**src/rtl/io_port_bridge_pkg.sv**
```systemverilog
// Shared constants for the processor/host byte bridge: depth default,
// pointer width helper and Status bit positions.
package io_port_bridge_pkg;

  localparam int DEPTH_DEFAULT = 4;

  localparam int ST_OUT_EMPTY    = 0;
  localparam int ST_IN_FULL      = 1;
  localparam int ST_OUT_OVERFLOW = 2;
  localparam int ST_IN_UNDERFLOW = 3;

  // Pointer width for a power-of-two depth; never narrower than one bit.
  function automatic int ptr_width(input int depth);
    return (depth > 1) ? $clog2(depth) : 1;
  endfunction

endpackage

```
**src/rtl/io_port_bridge_byte_fifo.sv**
```systemverilog
// In-order byte FIFO, head visible combinationally (8'h00 when empty).
// Push while full is accepted only when a pop happens in the same cycle.
module io_port_bridge_byte_fifo
  import io_port_bridge_pkg::*;
#(
  parameter int DEPTH = DEPTH_DEFAULT,
  localparam int PTR_W = ptr_width(DEPTH)
) (
  input  logic             clk_i,
  input  logic             rst_i,
  input  logic             push_i,
  input  logic             pop_i,
  input  logic [7:0]       data_i,
  output logic [7:0]       data_o,
  output logic             full_o,
  output logic             empty_o,
  output logic [PTR_W:0]   count_o
);

  logic [7:0]       mem_q [DEPTH];
  logic [PTR_W-1:0] wr_ptr_q, wr_ptr_d;
  logic [PTR_W-1:0] rd_ptr_q, rd_ptr_d;
  logic [PTR_W:0]   count_q, count_d;
  logic             do_push, do_pop;

  assign full_o  = (count_q == (PTR_W+1)'(DEPTH));
  assign empty_o = (count_q == '0);
  assign count_o = count_q;
  assign data_o  = empty_o ? 8'h00 : mem_q[rd_ptr_q];

  assign do_pop  = pop_i && !empty_o;
  assign do_push = push_i && (!full_o || do_pop);

  // Power-of-two depth lets the pointers wrap by plain overflow.
  always_comb begin
    wr_ptr_d = wr_ptr_q;
    rd_ptr_d = rd_ptr_q;
    count_d  = count_q;
    if (do_push) wr_ptr_d = wr_ptr_q + 1'b1;
    if (do_pop)  rd_ptr_d = rd_ptr_q + 1'b1;
    case ({do_push, do_pop})
      2'b10:   count_d = count_q + 1'b1;
      2'b01:   count_d = count_q - 1'b1;
      default: count_d = count_q;
    endcase
  end

  always_ff @(posedge clk_i) begin
    if (rst_i) begin
      wr_ptr_q <= '0;
      rd_ptr_q <= '0;
      count_q  <= '0;
    end else begin
      wr_ptr_q <= wr_ptr_d;
      rd_ptr_q <= rd_ptr_d;
      count_q  <= count_d;
    end
  end

  always_ff @(posedge clk_i) begin
    if (!rst_i && do_push) mem_q[wr_ptr_q] <= data_i;
  end

endmodule

```
**src/rtl/io_port_bridge.sv**
```systemverilog
// Processor <-> host byte bridge: input FIFO (host to processor) and output
// FIFO (processor to host), sticky error flags and registered interrupt.
module io_port_bridge
  import io_port_bridge_pkg::*;
#(
  parameter int DEPTH = DEPTH_DEFAULT
) (
  input  logic       Clk,
  input  logic       Reset,
  input  logic [7:0] Data_out,
  input  logic       Out_Strobe,
  output logic [7:0] Data_in,
  input  logic       In_Strobe,
  input  logic [7:0] Host_In_Data,
  input  logic       Host_In_Valid,
  output logic       Host_In_Ready,
  output logic [7:0] Host_Out_Data,
  output logic       Host_Out_Valid,
  input  logic       Host_Out_Ready,
  input  logic       Int_En,
  output logic       Interrupt,
  input  logic       Clear_Flags,
  output logic [3:0] Status
);

  localparam int PTR_W = ptr_width(DEPTH);

  logic             in_full, in_empty;
  logic [PTR_W:0]   in_count;
  logic             out_full, out_empty;
  logic [PTR_W:0]   out_count;

  logic             in_push, in_pop, out_push, host_pop;
  logic             in_underflow_ev, out_overflow_ev;
  logic             in_underflow_q, in_underflow_d;
  logic             out_overflow_q, out_overflow_d;
  logic             interrupt_q, interrupt_d;

  // Ready comes from the registered count only, so a same-cycle pop
  // cannot open room for a push.
  assign Host_In_Ready   = !in_full;
  assign in_push         = Host_In_Valid && !in_full;
  assign in_pop          = In_Strobe && !in_empty;
  assign in_underflow_ev = In_Strobe && in_empty;

  assign Host_Out_Valid  = (out_count != '0);
  assign host_pop        = Host_Out_Ready && !out_empty;
  assign out_push        = Out_Strobe && (!out_full || host_pop);
  assign out_overflow_ev = Out_Strobe && out_full && !host_pop;

  io_port_bridge_byte_fifo #(.DEPTH(DEPTH)) u_in_fifo (
    .clk_i   (Clk),
    .rst_i   (Reset),
    .push_i  (in_push),
    .pop_i   (in_pop),
    .data_i  (Host_In_Data),
    .data_o  (Data_in),
    .full_o  (in_full),
    .empty_o (in_empty),
    .count_o (in_count)
  );

  io_port_bridge_byte_fifo #(.DEPTH(DEPTH)) u_out_fifo (
    .clk_i   (Clk),
    .rst_i   (Reset),
    .push_i  (out_push),
    .pop_i   (host_pop),
    .data_i  (Data_out),
    .data_o  (Host_Out_Data),
    .full_o  (out_full),
    .empty_o (out_empty),
    .count_o (out_count)
  );

  // A fresh error in the clearing cycle keeps its flag set.
  always_comb begin
    in_underflow_d = (in_underflow_q && !Clear_Flags) || in_underflow_ev;
    out_overflow_d = (out_overflow_q && !Clear_Flags) || out_overflow_ev;
    interrupt_d    = Int_En && (in_count != '0);
  end

  always_ff @(posedge Clk) begin
    if (Reset) begin
      in_underflow_q <= 1'b0;
      out_overflow_q <= 1'b0;
      interrupt_q    <= 1'b0;
    end else begin
      in_underflow_q <= in_underflow_d;
      out_overflow_q <= out_overflow_d;
      interrupt_q    <= interrupt_d;
    end
  end

  assign Interrupt = interrupt_q;

  always_comb begin
    Status                  = 4'b0000;
    Status[ST_IN_UNDERFLOW] = in_underflow_q;
    Status[ST_OUT_OVERFLOW] = out_overflow_q;
    Status[ST_IN_FULL]      = in_full;
    Status[ST_OUT_EMPTY]    = out_empty;
  end

endmodule

```
**config.mk**
```make
export PLATFORM = sky130hd
export DESIGN_NAME = io_port_bridge
export DESIGN_NICKNAME = d
export VERILOG_FILES = /design/src/rtl/io_port_bridge_pkg.sv /design/src/rtl/io_port_bridge_byte_fifo.sv /design/src/rtl/io_port_bridge.sv
export SDC_FILE = /design/constraint.sdc
export NUM_CORES = 1
export LEC_CHECK = 0
export CORE_ASPECT_RATIO = 0.6
export CORE_MARGIN = 10
export CORE_UTILIZATION = 42
export CTS_CLUSTER_SIZE = 24
export DETAILED_ROUTE_END_ITERATION = 8
export HOLD_SLACK_MARGIN = 0.03
export PLACE_DENSITY = 0.66
export SYNTH_ARGS = -nofsm -noshare
export SYNTH_HDL_FRONTEND = slang
export SYNTH_SLANG_ARGS = --single-unit
```
**constraint.sdc**
```tcl
create_clock -name Clk -period 2.6 [get_ports Clk]
set_clock_uncertainty 0.1 [all_clocks]
set_input_delay 0.78 -clock Clk [delete_from_list [all_inputs] [get_ports Clk]]
set_output_delay 0.78 -clock Clk [all_outputs]
set_load 0.01 [all_outputs]
```
==> Yosys cells after proc, flatten, opt, wreduce, memory -nomap -nowiden <==
Memory sizes are Yosys's and may differ from the RTL's. A register that Yosys moved wholly into a read port is not among the register bits.
Index checks and enable logic that the tools add are counted.
{ "totals": {"regBits": 17, "ramBits": 64, "output_inout_bits": 23, "elab_cells": 71, "memories": 2} }
{ "classes": {"addsub": 8, "eq_ne": 6, "n_mux": 12, "reduce_logical": 34} }
{ "mem_list": {"columns": ["memory", "depth", "word_bits", "read_ports", "rd_clocked_by_memory_dff", "wr", "line", "source"], "rows": [
  ["u_in_fifo.mem_q", 4, 8, 1, 1, 1, "io_port_bridge_byte_fifo.sv:20", "logic [7:0] mem_q [DEPTH];"],
  ["u_out_fifo.mem_q", 4, 8, 1, 1, 1, "io_port_bridge_byte_fifo.sv:20", null]
]} }
{ "ops": {"columns": ["op", "count"], "rows": [
  ["1-bit logical AND", 16],
  ["8-bit two-way mux", 2],
  ["3-bit case mux with 2 select lines", 2],
  ["2-bit by 1-bit adder with 2-bit output, second input constant", 4],
  ["2-bit two-way mux", 4],
  ["1-bit zero test", 7],
  ["3-bit by 1-bit adder with 3-bit output, second input constant", 2],
  ["3-bit equality test, second input constant", 2],
  ["3-bit zero test", 2],
  ["3-bit nonzero test", 2],
  ["3-bit by 1-bit subtractor with 3-bit output, second input constant", 2],
  ["1-bit logical OR", 5],
  ["2-bit by 1-bit equality test with 1-bit output, second input constant", 2],
  ["2-bit equality test, second input constant", 2],
  ["1-bit two-way mux", 4],
  ["2-bit nonzero test", 2]
]} }

==> Logic depth before layout (Yosys ltp) <==
{ "logic_depth": {"ltp_word": 9, "mapped_depth": 9, "depth_no_buf": 9} }

==> Hierarchy <==
A second synthesis with hierarchy kept.
{ "unflattened": {"hier_cells": 255, "area_unflattened_um2": 3706.1} }
{ "modules_own_cells": {"columns": ["module", "instances", "cells_per_inst", "area_per_inst_um2", "seq_area_each_um2"], "rows": [
  ["io_port_bridge_byte_fifo", 2, 117, 1764.2, 1141.1],
  ["io_port_bridge", 1, 21, 177.7, 60.1]
]} }

==> Least setup slack after synthesis <==
Ideal clock, no wire load.
{ "synth_path": {"path_kind": "in2reg", "startpoint": "input Host_Out_Ready", "endpoint": "register u_out_fifo.count_q[2], in the netlist u_out_fifo.count_o[2]", "setup_time_ns": 0.071, "arrival_ns": 2.456, "required_ns": 2.429, "slack_ns": -0.027, "cell_stages": 9, "n_path_buf": 0, "cell_sequence": "nor4b_2 > nor2b_2 > inv_1 > ha_1 > inv_1 > fa_1 > xor2_1 > or3_1 > a21oi_1"} }
{ "synth_between": {"elab_chain_cells": 6, "word_cells_on_any_way": 10, "classes_between": "2 x eq/ne; 1 x mux; 7 x reduce/logical"} }
{ "synth_rtl": {"columns": ["element", "line", "source"], "rows": [
  ["start, declared", "io_port_bridge.sv:19", "input logic Host_Out_Ready,"],
  ["1-bit logical AND *", "io_port_bridge.sv:47", "assign host_pop = Host_Out_Ready && !out_empty;"],
  ["1-bit logical OR or 1-bit logical AND (tied branches)", "io_port_bridge.sv:48, io_port_bridge_byte_fifo.sv:31", null],
  ["1-bit logical AND or 1-bit logical OR (tied branches)", "io_port_bridge.sv:48, io_port_bridge_byte_fifo.sv:32", null],
  ["1-bit logical AND", "io_port_bridge_byte_fifo.sv:32", "assign do_push = push_i && (!full_o || do_pop);"],
  ["2-bit by 1-bit equality test with 1-bit output or 2-bit equality test (tied branches)", "io_port_bridge_byte_fifo.sv:41", "case ({do_push, do_pop})"],
  ["3-bit case mux with 2 select lines or 2-bit nonzero test (tied branches)", null, null],
  ["end signal, assigned", "io_port_bridge_byte_fifo.sv:56", "count_q <= count_d;"],
  ["end, declared", "io_port_bridge_byte_fifo.sv:23", "logic [PTR_W:0] count_q, count_d;"]
]} }
Every way passes the cells marked *; elsewhere a longest branch is shown, timed or not.
A chain may end at the register's enable or synchronous reset.

==> metrics <==
ys async rst share 0%; area grow syn2layout 30.3%; Crit path arrival time around 1.7 ns; commonest non-fill, non-tap cell in the layout edfxtp_1; peak supply drop around 0.0004 V; clock tree sinks 85; # port buffers between 40 and 50; P per Cell Area approximately 950 nW/µm²; Antenna Nets Post-Route 0; pin count of the biggest net entering global routing 14; WP buf/inv 2; register area share after synthesis between 60% and 70%; Mapped Avg Cell Area 15.6 µm²; total global-route track usage a little under an eighth; Final Hold Violating Endpoints 0; Boundary Pins 47; Pleak between 0.0015 and 0.002 µW; layout net count approximately 340; synthesized instance count approximately 230; # DRC 0; Hold Buf Count CTS 0; DR iter-0 viols roughly 180; Die Ht just over 90 µm; synth unique cells 31; die area approximately 13000 µm²; Max stage delay on crit path 0.48 ns; layout cell share with drive strength beyond 1 between 20% and 30%; first-pass GRT wire length between 10000 and 15000 µm; # diodes 0; final hold slack around 0.39 ns; Tightest Pin Transition 0.495 ns; TritonCTS clock tree yes; Clock Pin Slew Worst Setup and Hold Paths ~0.06 ns; setup violators final 0; initial antenna violation count 0; CP Class reg -> out; register area around 2300 µm²; die width roughly 140 µm; CP top delay family multiplexers; Slew Limit Fails 0; floorplan row count 25; RSZ-0062 raised after global routing false; FF+latch count, synth 85; Period minus WS final between 2 and 3 ns; Fill cells 666; ys flop type edfxtp_1; DR vias/cell 4.82; vias slightly above 2000; worst-path maximum fanout 8; Num CTS Buffers 9; max_slew headroom between 60% and 70%; most frequent cells in the layout edfxtp_1 (64), buf_4 (34), clkdlybuf4s50_1 (27); multi-input logic area roughly 1100 µm²; CTS max path bufs 2; gp weighted congestion 0.782; Initial DRT Pass Iterations 4; wire per inst roughly 16 µm; MaxCap Viol Count 0; final core utilization between 50% and 60%; GRT overflow 0; worst path cell trace buf_12, mux4_2, nor2b_1, clkdlybuf4s15_1; Startpoint Class register; Post-synth EDFFs 64; vias in the first global route approximately 2100; Net Count, Synth 261; worst skew pair latency between 0.3 and 0.4 ns; Syn. warnings 0; Initial Util 43.9%; root buffer cell clkbuf_16; worst path required time approximately 1.7 ns; fin crit share 97.6%; Detailed Route WL slightly below 7000 µm; Hold WC Path Type reg -> reg; H-Tree Depth 3; HPWL Detailed approximately 5100 µm; status finished clean; Core ar. ~8000 µm²; Critical Path Sink Type output pin; fmax roughly 400 MHz; Mapped Area roughly 3500 µm²; Slowest-stage cell, CP mux4_2
## Yosys cell counts, types with 2 or more instances
library cell | number | area share [%]
nor3b_1 | 9 | 1.9
xor2_1 | 6 | 1.5
buf_4 | 4 | 0.85
clkbuf_1 | 5 | 0.53
fa_1 | 2 | 1.1
edfxtp_1 | 64 | 55
buf_1 | 2 | 0.21
or3_1 | 3 | 0.53
o21ai_0 | 4 | 0.57
nand2_1 | 3 | 0.32
a21o_1 | 2 | 0.43
nor2_1 | 14 | 1.5
buf_2 | 2 | 0.28
ha_1 | 10 | 3.6
o31ai_1 | 2 | 0.43
a21oi_1 | 9 | 1.3
nand2b_1 | 2 | 0.36
nor2b_1 | 18 | 3.2
inv_1 | 15 | 1.6
mux4_2 | 16 | 10
dfxtp_1 | 21 | 12
nor3_1 | 2 | 0.28
nand3_1 | 2 | 0.28
## power breakdown
group | switching [µW] | total (µW) | leakage, µW | internal [µW]
clock network | 469 | 1210 | 0.000135 | 740
logic | 695 | 1460 | 0.000794 | 764
registers | 102 | 1700 | 0.000754 | 1600
total | 1270 | 4370 | 0.00168 | 3110
## layer usage
layer,track usage [%],part of all wire [%],vias to the layer above
li1,-,-,973
met1,14.8,49,1002
met2,16.8,46,28
met3,3.83,3.1,10
met4,4.46,1.5,0
met5,0,0,-
## flip-flops by register name (all words and copies together), names as in the netlist, 2 cells and up, named ones only
register,flops
u_out_fifo.mem_q,32
u_out_fifo.rd_ptr_q,2
u_in_fifo.mem_q,32
u_in_fifo.count_o,3
u_out_fifo.wr_ptr_q,2
u_in_fifo.wr_ptr_q,2
u_out_fifo.count_o,3
u_in_fifo.rd_ptr_q,2
## cell type report
type,count,area share (%)
clock buffer,13,5.25
clock inverter,3,0.847
inverter,15,1.23
multi-input combinational,111,23.2
sequential,85,51.2
tap,108,2.95
timing repair buffer,83,15.3
## cell families (layout without fill, tap and decap cells)
logic type / count (synthesis) / count (layout) / share of synthesized area [%]
AO/OA/AOI/OAI: 18 / 18 / 2.95
flip-flops: 85 / 85 / 66.6
adder cells (fa/ha/maj): 12 / 12 / 4.70
AND/OR/NAND/NOR: 57 / 57 / 9.54
buffers and inverters: 29 / 114 / 3.81
multiplexers: 18 / 18 / 10.9
XOR/XNOR: 6 / 6 / 1.50
## tightest hold or removal path, cell delays in order (launching register included)
cell and delay (ns):
dfxtp_1 0.30, o21ai_0 0.06, a21oi_1 0.07
## final timing paths
kind / slack [ns] / depth (start not counted) / startpoint / end
setup reg to reg: 0.10 / 9 / u_in_fifo.count_o[1] / u_in_fifo.count_o[2]
hold / removal: 0.39 / 2 / u_out_fifo.rd_ptr_q[1] / register
hold reg to reg: 0.39 / 2 / u_out_fifo.rd_ptr_q[1] / register
setup / recovery: 0.06 / 4 / register / Data_in[0]
## metrics by stage
| stage | worst slack [ns] | instances | cell area [µm²] | setup TNS (ns) | total power [µW] |
|---|---|---|---|---|---|
| 2_1_floorplan | 0.0167 | 225 | 3520 | 0 | 2520 |
| 3_3_place_gp | -0.412 | 399 | 4330 | -0.896 | 3250 |
| 3_5_place_dp | -0.481 | 399 | 4330 | -1.06 | 3290 |
| 4_1_cts | 0.00493 | 418 | 4640 | 0 | 4470 |
| 5_1_grt | 0.00506 | 418 | 4580 | 0 | 4620 |
| 6_report | 0.0618 | 418 | 4580 | 0 | 4370 |
## repair_timing
item,in CTS,in global routing
gates cloned,0,0
setup buffers,3,0
gates resized for setup,38,20
hold endpoints to repair,0,0
setup endpoints to repair,20,18
pin swaps,2,1
(Power assumes the default switching activity.)
